<file path="src/rtl/axil_pkg.sv">
// Shared AXI4-Lite response codes and the byte-strobe merge used by register writes.
// Pure types and functions; no timing or flow control of its own.
package axil_pkg;

  typedef enum logic [1:0] {
    RESP_OKAY   = 2'b00,
    RESP_SLVERR = 2'b10
  } resp_t;

  function automatic logic [31:0] strb_merge(input logic [31:0] old_word,
                                             input logic [31:0] new_word,
                                             input logic [3:0]  strb);
    logic [31:0] merged;
    merged = old_word;
    for (int b = 0; b < 4; b++) begin
      if (strb[b]) merged[8*b +: 8] = new_word[8*b +: 8];
    end
    return merged;
  endfunction

endpackage

</file>
<file path="src/rtl/axil_slave_regs_if.sv">
// AXI4-Lite channel bundle (AW/W/B/AR/R) between a fabric master and a register completer.
// Plain wires; all latency and backpressure live in the endpoints.
interface axil_slave_regs_if #(
  parameter int ADDR_W = 8
);
  import axil_pkg::*;

  logic [ADDR_W-1:0] awaddr;
  logic              awvalid;
  logic              awready;
  logic [31:0]       wdata;
  logic [3:0]        wstrb;
  logic              wvalid;
  logic              wready;
  resp_t             bresp;
  logic              bvalid;
  logic              bready;
  logic [ADDR_W-1:0] araddr;
  logic              arvalid;
  logic              arready;
  logic [31:0]       rdata;
  resp_t             rresp;
  logic              rvalid;
  logic              rready;

  modport slave (
    input  awaddr, awvalid, wdata, wstrb, wvalid, bready, araddr, arvalid, rready,
    output awready, wready, bresp, bvalid, arready, rdata, rresp, rvalid
  );

  modport master (
    output awaddr, awvalid, wdata, wstrb, wvalid, bready, araddr, arvalid, rready,
    input  awready, wready, bresp, bvalid, arready, rdata, rresp, rvalid
  );

endinterface

</file>
<file path="src/rtl/axil_slave_regs.sv">
// AXI4-Lite register bank, index 0 = read-only ID; write commits one cycle after both AW and W held,
// read data one cycle after AR; one outstanding each, B/R held until accepted. Option: AXIL_SLV_DECERR_EN.
module axil_slave_regs
  import axil_pkg::*;
#(
  parameter int          ADDR_W   = 8,
  parameter int          NREG     = 8,
  parameter logic [31:0] ID_VALUE = 32'h5249_5343
) (
  input  logic                 i_clk,
  input  logic                 i_rst,
  axil_slave_regs_if.slave     bus,
  output logic [NREG*32-1:0]   o_regs,
  output logic [NREG-1:0]      o_wr_pulse
);

  localparam int IDX_W = ADDR_W - 2;
  localparam int SEL_W = (NREG > 1) ? $clog2(NREG) : 1;

`ifdef AXIL_SLV_DECERR_EN
  localparam resp_t OOR_RESP = RESP_SLVERR;
`else
  localparam resp_t OOR_RESP = RESP_OKAY;
`endif

  logic              aw_held;
  logic              w_held;
  logic [IDX_W-1:0]  aw_idx;
  logic [31:0]       wdata_q;
  logic [3:0]        wstrb_q;
  logic              bvalid_q;
  resp_t             bresp_q;
  logic              rvalid_q;
  resp_t             rresp_q;
  logic [31:0]       rdata_q;
  logic [31:0]       regs_q [NREG];

  logic [IDX_W-1:0]  ar_idx;
  logic              aw_in_range;
  logic              ar_in_range;
  logic [SEL_W-1:0]  aw_sel;
  logic [SEL_W-1:0]  ar_sel;
  logic              unused_addr_lsbs;

  assign ar_idx           = bus.araddr[ADDR_W-1:2];
  assign aw_in_range      = int'(aw_idx) < NREG;
  assign ar_in_range      = int'(ar_idx) < NREG;
  assign aw_sel           = aw_idx[SEL_W-1:0];
  assign ar_sel           = ar_idx[SEL_W-1:0];
  assign unused_addr_lsbs = ^{bus.awaddr[1:0], bus.araddr[1:0]};

  assign bus.awready = !aw_held && !bvalid_q;
  assign bus.wready  = !w_held && !bvalid_q;
  assign bus.bvalid  = bvalid_q;
  assign bus.bresp   = bresp_q;
  assign bus.arready = !rvalid_q;
  assign bus.rvalid  = rvalid_q;
  assign bus.rresp   = rresp_q;
  assign bus.rdata   = rdata_q;

  always_ff @(posedge i_clk) begin
    if (i_rst) begin
      aw_held    <= 1'b0;
      w_held     <= 1'b0;
      aw_idx     <= '0;
      wdata_q    <= '0;
      wstrb_q    <= '0;
      bvalid_q   <= 1'b0;
      bresp_q    <= RESP_OKAY;
      o_wr_pulse <= '0;
      for (int k = 0; k < NREG; k++) regs_q[k] <= '0;
    end else begin
      o_wr_pulse <= '0;
      if (bvalid_q && bus.bready) bvalid_q <= 1'b0;
      if (bus.awvalid && bus.awready) begin
        aw_held <= 1'b1;
        aw_idx  <= bus.awaddr[ADDR_W-1:2];
      end
      if (bus.wvalid && bus.wready) begin
        w_held  <= 1'b1;
        wdata_q <= bus.wdata;
        wstrb_q <= bus.wstrb;
      end
      // Both halves held: commit; new AW/W cannot arrive this cycle since both readies are low.
      if (aw_held && w_held) begin
        aw_held  <= 1'b0;
        w_held   <= 1'b0;
        bvalid_q <= 1'b1;
        bresp_q  <= aw_in_range ? RESP_OKAY : OOR_RESP;
        if (aw_in_range && aw_idx != '0) begin
          regs_q[aw_sel]     <= strb_merge(regs_q[aw_sel], wdata_q, wstrb_q);
          o_wr_pulse[aw_sel] <= 1'b1;
        end
      end
    end
  end

  // Reads sample regs_q before any same-edge commit lands, so they return the pre-write value.
  always_ff @(posedge i_clk) begin
    if (i_rst) begin
      rvalid_q <= 1'b0;
      rresp_q  <= RESP_OKAY;
      rdata_q  <= '0;
    end else begin
      if (rvalid_q && bus.rready) rvalid_q <= 1'b0;
      if (bus.arvalid && bus.arready) begin
        rvalid_q <= 1'b1;
        rresp_q  <= ar_in_range ? RESP_OKAY : OOR_RESP;
        if (!ar_in_range)       rdata_q <= '0;
        else if (ar_idx == '0)  rdata_q <= ID_VALUE;
        else                    rdata_q <= regs_q[ar_sel];
      end
    end
  end

  always_comb begin
    o_regs = '0;
    for (int k = 0; k < NREG; k++) begin
      o_regs[32*k +: 32] = (k == 0) ? ID_VALUE : regs_q[k];
    end
  end

endmodule

</file>
<file path="src/flat_wrapper.sv">
// flat-port wrapper written by rule: the top's interface ports become plain ports
module axil_slave_regs_flat import axil_pkg::*;
#(
  parameter int          ADDR_W   = 8,
  parameter int          NREG     = 8,
  parameter logic [31:0] ID_VALUE = 32'h5249_5343
)
  (i_clk, i_rst, o_regs, o_wr_pulse, bus_awaddr, bus_awvalid, bus_wdata, bus_wstrb, bus_wvalid, bus_bready, bus_araddr, bus_arvalid, bus_rready, bus_awready, bus_wready, bus_bresp, bus_bvalid, bus_arready, bus_rdata, bus_rresp, bus_rvalid);
  axil_slave_regs_if #(.ADDR_W(ADDR_W)) bus_i ();
  input  logic i_clk;
  input  logic i_rst;
  output logic [NREG*32-1:0] o_regs;
  output logic [NREG-1:0] o_wr_pulse;
  input wire logic [$bits(bus_i.awaddr)-1:0] bus_awaddr;
  input wire logic [$bits(bus_i.awvalid)-1:0] bus_awvalid;
  input wire logic [$bits(bus_i.wdata)-1:0] bus_wdata;
  input wire logic [$bits(bus_i.wstrb)-1:0] bus_wstrb;
  input wire logic [$bits(bus_i.wvalid)-1:0] bus_wvalid;
  input wire logic [$bits(bus_i.bready)-1:0] bus_bready;
  input wire logic [$bits(bus_i.araddr)-1:0] bus_araddr;
  input wire logic [$bits(bus_i.arvalid)-1:0] bus_arvalid;
  input wire logic [$bits(bus_i.rready)-1:0] bus_rready;
  output wire logic [$bits(bus_i.awready)-1:0] bus_awready;
  output wire logic [$bits(bus_i.wready)-1:0] bus_wready;
  output wire logic [$bits(bus_i.bresp)-1:0] bus_bresp;
  output wire logic [$bits(bus_i.bvalid)-1:0] bus_bvalid;
  output wire logic [$bits(bus_i.arready)-1:0] bus_arready;
  output wire logic [$bits(bus_i.rdata)-1:0] bus_rdata;
  output wire logic [$bits(bus_i.rresp)-1:0] bus_rresp;
  output wire logic [$bits(bus_i.rvalid)-1:0] bus_rvalid;
  assign bus_i.awaddr = bus_awaddr;
  assign bus_i.awvalid = bus_awvalid;
  assign bus_i.wdata = bus_wdata;
  assign bus_i.wstrb = bus_wstrb;
  assign bus_i.wvalid = bus_wvalid;
  assign bus_i.bready = bus_bready;
  assign bus_i.araddr = bus_araddr;
  assign bus_i.arvalid = bus_arvalid;
  assign bus_i.rready = bus_rready;
  assign bus_awready = bus_i.awready;
  assign bus_wready = bus_i.wready;
  assign bus_bresp = bus_i.bresp;
  assign bus_bvalid = bus_i.bvalid;
  assign bus_arready = bus_i.arready;
  assign bus_rdata = bus_i.rdata;
  assign bus_rresp = bus_i.rresp;
  assign bus_rvalid = bus_i.rvalid;
  axil_slave_regs #(.ADDR_W(ADDR_W), .NREG(NREG), .ID_VALUE(ID_VALUE)) u_core (.i_clk(i_clk), .i_rst(i_rst), .bus(bus_i), .o_regs(o_regs), .o_wr_pulse(o_wr_pulse));
endmodule
</file>
<file path="config.mk">
export PLATFORM = sky130hd
export DESIGN_NAME = axil_slave_regs_flat
export DESIGN_NICKNAME = d
export VERILOG_FILES = /design/src/rtl/axil_pkg.sv /design/src/rtl/axil_slave_regs_if.sv /design/src/rtl/axil_slave_regs.sv /design/src/flat_wrapper.sv
export SDC_FILE = /design/constraint.sdc
export NUM_CORES = 1
export LEC_CHECK = 0
export ABC_AREA = 1
export CORE_UTILIZATION = 44
export CTS_CLUSTER_SIZE = 30
export DETAILED_ROUTE_END_ITERATION = 8
export PLACE_DENSITY = 0.84
export SLEW_MARGIN = 25
export SYNTH_ARGS = -nofsm -noshare
export SYNTH_HDL_FRONTEND = slang
export SYNTH_SLANG_ARGS = --single-unit
</file>
<file path="constraint.sdc">
create_clock -name i_clk -period 1.8 [get_ports i_clk]
set_input_delay 0.18 -clock i_clk [delete_from_list [all_inputs] [get_ports i_clk]]
set_output_delay 0.18 -clock i_clk [all_outputs]
set_load 0.02 [all_outputs]
</file>
==> impl_metrics.env <==
export IMPL_clk_path_buf_depth=3
export IMPL_status="complete, no violations"
export IMPL_critical_path_n_buffers_inverters=1
export IMPL_syn_mean_instance_area_um2=9.25
export IMPL_yosys_area_top_type_share_pct=48.9
export IMPL_worst_hold_path_type="primary input to register"
export IMPL_place_detailed_instances=2226
export IMPL_gp_congestion=0.948
export IMPL_power_leakage_nw=8.55
export IMPL_clk_lat_worst_skew_ns=0.55
export IMPL_critical_path_class="register to output pin"
export IMPL_ioPinCount=364
export IMPL_final_core_utilization_pct=62.9
export IMPL_timing_critical_path_from_type="register"
export IMPL_finalClockSkew_ns=0.00853
export IMPL_num_rows=64
export IMPL_final_common_cell="nand2_1"
export IMPL_finalCriticalPeriod_ns=1.79
export IMPL_hpwl_um=35200
export IMPL_port_buffers=323
export IMPL_ys_types=25
export IMPL_path_max_fanout=2
export IMPL_drt_pass1_iter_count=6
export IMPL_ir_worst_vdd_uv=768
export IMPL_dieHeight_um=179
export IMPL_clkTransAtPathRegs_ns=0.07
export IMPL_grt_max_degree=70
export IMPL_postRouteWirelength_um=46600
export IMPL_die_width_um=179
export IMPL_critPathCaptureType="output pin"
export IMPL_max_cap_violations=0
export IMPL_cts_root_buf="clkbuf_16"
export IMPL_flops_latches_synth=310
export IMPL_fp_coreArea_mm2=0.0307
export IMPL_starting_drc_count_in_detailed_routing=1681
export IMPL_pre_cts_ws_ns=-0.313
export IMPL_avgRoutedWirePerCell_um=20.4
export IMPL_critPathSlowestCell="clkdlybuf4s50_1"
export IMPL_postCtsHoldBufs=0
export IMPL_vias_per_cell=5.31
export IMPL_gr_total_overflow=0
export IMPL_design_final_nets=1923
export IMPL_h_tree_depth=1
export IMPL_layout_common_cells="nand2_1, nor2_1, clkdlybuf4s50_1"
export IMPL_synth_yosys_seq_area_share_pct=61.4
export IMPL_timing_final_ws_setup_ns=0.0136
export IMPL_cp_cell_sequence="clkdlybuf4s50_1"
export IMPL_grt_pass1_vias=11400
export IMPL_crit_required_ns=1.62
export IMPL_syn_instance_count=1487
export IMPL_cts_tree="yes"
export IMPL_synth_cell_area_mm2=0.0138
export IMPL_critical_path_arrival_ns=1.61
export IMPL_pwr_density_cell_mw_per_mm2=895
export IMPL_grt_use_total_pct=28.4
export IMPL_synthDominantAreaCellType="edfxtp_1"
export IMPL_post_layout_nonfiller_instances=2284
export IMPL_antenna_violating_nets_post_route=0
export IMPL_fin_crit_sh_pct=99.2
export IMPL_total_cts_buffers=31
export IMPL_post_synth_main_area_contributors="edfxtp_1, dfxtp_1, nand2_1, nor2_1, nand3_1"
export IMPL_fmaxAchievable_ghz=0.560
export IMPL_area_growth_syn_to_layout_pct=40.2
export IMPL_post_route_cells_drive_above_1_share_pct=12.1
export IMPL_path_delay_family="buffers and inverters"
export IMPL_design_die_area_mm2=0.0320
export IMPL_cts_sink_count=310
export IMPL_slowest_delay_ns=0.68
export IMPL_drc_violation_count_after_routing=0
export IMPL_synthesis_yosys_warnings=0
export IMPL_antenna_violations_before_repair=1
export IMPL_finalSetupViolCount=0
export IMPL_routed_via_count=12100
export IMPL_maxSlewViolCount=0
export IMPL_finalHoldWorstSlack_ns=0.244
export IMPL_floorplan_initialDensity_pct=44.9
export IMPL_final_hold_viol_count=0
export IMPL_grt_first_pass_wirelength_um=67300
export IMPL_insertedDiodeCount=0
==> repair_timing <==
| item | in CTS | in global routing |
|---|---|---|
| gates resized for setup | 34 | 95 |
| pin swaps | 0 | 7 |
| cloned | 0 | 0 |
| setup endpoints to repair | 148 | 375 |
| hold endpoints to repair | 0 | 0 |
| buffers inserted | 0 | 2 |
==> routing by layer <==
layer	global-route usage [%]	share of wire, %
met5	0	0
met4	12.4	4.6
met3	5.49	12
met2	44.3	45
met1	38.5	37
==> cell usage after synthesis (all sizes together) <==
library cell and n:
dfxtp 86, conb 2, buf 63, inv 129
clkbuf 45, or2 19, o21ai 42, nand4 9
nor3 2, nand3b 32, a21oi 70, edfxtp 224
nor2 291, clkinv 2, nand2 344, nand3 127
==> cells by family after synthesis <==
logic type	count (synthesis)	synth area share, %
compound gates	112	4.07
buf+inv	239	7.66
flops	310	61.4
other cells	2	0.0546
simple gates	824	26.8
==> worst reg2reg max path, cell delays in order (launching register included) <==
cell     delay (ns)
dfxtp_2        0.36
nand2_4        0.07
nor3_4         0.10
inv_1          0.09
nor2_4         0.21
buf_8          0.19
nand4_1        0.16
nand2_2        0.14
buf_4          0.14
==> path summary, 6_finish.rpt <==
path                                                          from                                  to  slack [ns]  cells after the start
worst max register to register          u_core.w_held$_SDFFE_PP0P_  u_core.regs_q[6][13]$_SDFFCE_PN0P_        0.05                      8
worst min-delay path                                 bus_wdata[31]     u_core.wdata_q[31]$_SDFFE_PP0P_        0.24                      3
worst max-delay path            u_core.regs_q[4][31]$_SDFFCE_PN0P_                         o_regs[159]        0.01                      1
worst min register to register   u_core.bus.rdata[30]$_SDFFE_PP0P_   u_core.bus.rdata[30]$_SDFFE_PP0P_        0.46                      2
==> metrics by stage <==
step	total power, mW	TNS (ns)	area (um2)
6_report	17.3	0	19300
5_1_grt	17.7	-0.284	19300
4_1_cts	17.2	-0.0338	19000
3_5_place_dp	10.4	-77.05	17900
3_3_place_gp	10.4	-44.73	17900
2_1_floorplan	9.39	0	13900
==> report_power, final <==
group | internal [mW] | switching (mW) | total [mW]
logic | 0.783 | 1.44 | 2.22
registers | 7.92 | 0.219 | 8.14
clock network | 4.09 | 2.81 | 6.90
==> area by class of cell <==
cell class	count	area (um2)
fillers	2363	11400
flip-flops and latches	310	8450
multi-input cells	973	4540
repair buffers	417	4210
clock buffers	35	801
inverters	131	499
well taps	396	495
clock inverters	22	297
==> registers in the layout, summed over array words and instances, names as in the netlist <==
| name | count |
|---|---|
| u_core.regs_q | 224 |
| u_core.bus.rdata | 32 |
| u_core.wdata_q | 32 |
| u_core.o_wr_pulse | 8 |
| u_core.aw_idx | 6 |
| u_core.wstrb_q | 4 |
| u_core.aw_held | 1 |
| u_core.bus.bvalid | 1 |
| u_core.bus.rvalid | 1 |
| u_core.w_held | 1 |
No activity file was read; power rests on OpenSTA's default activity.
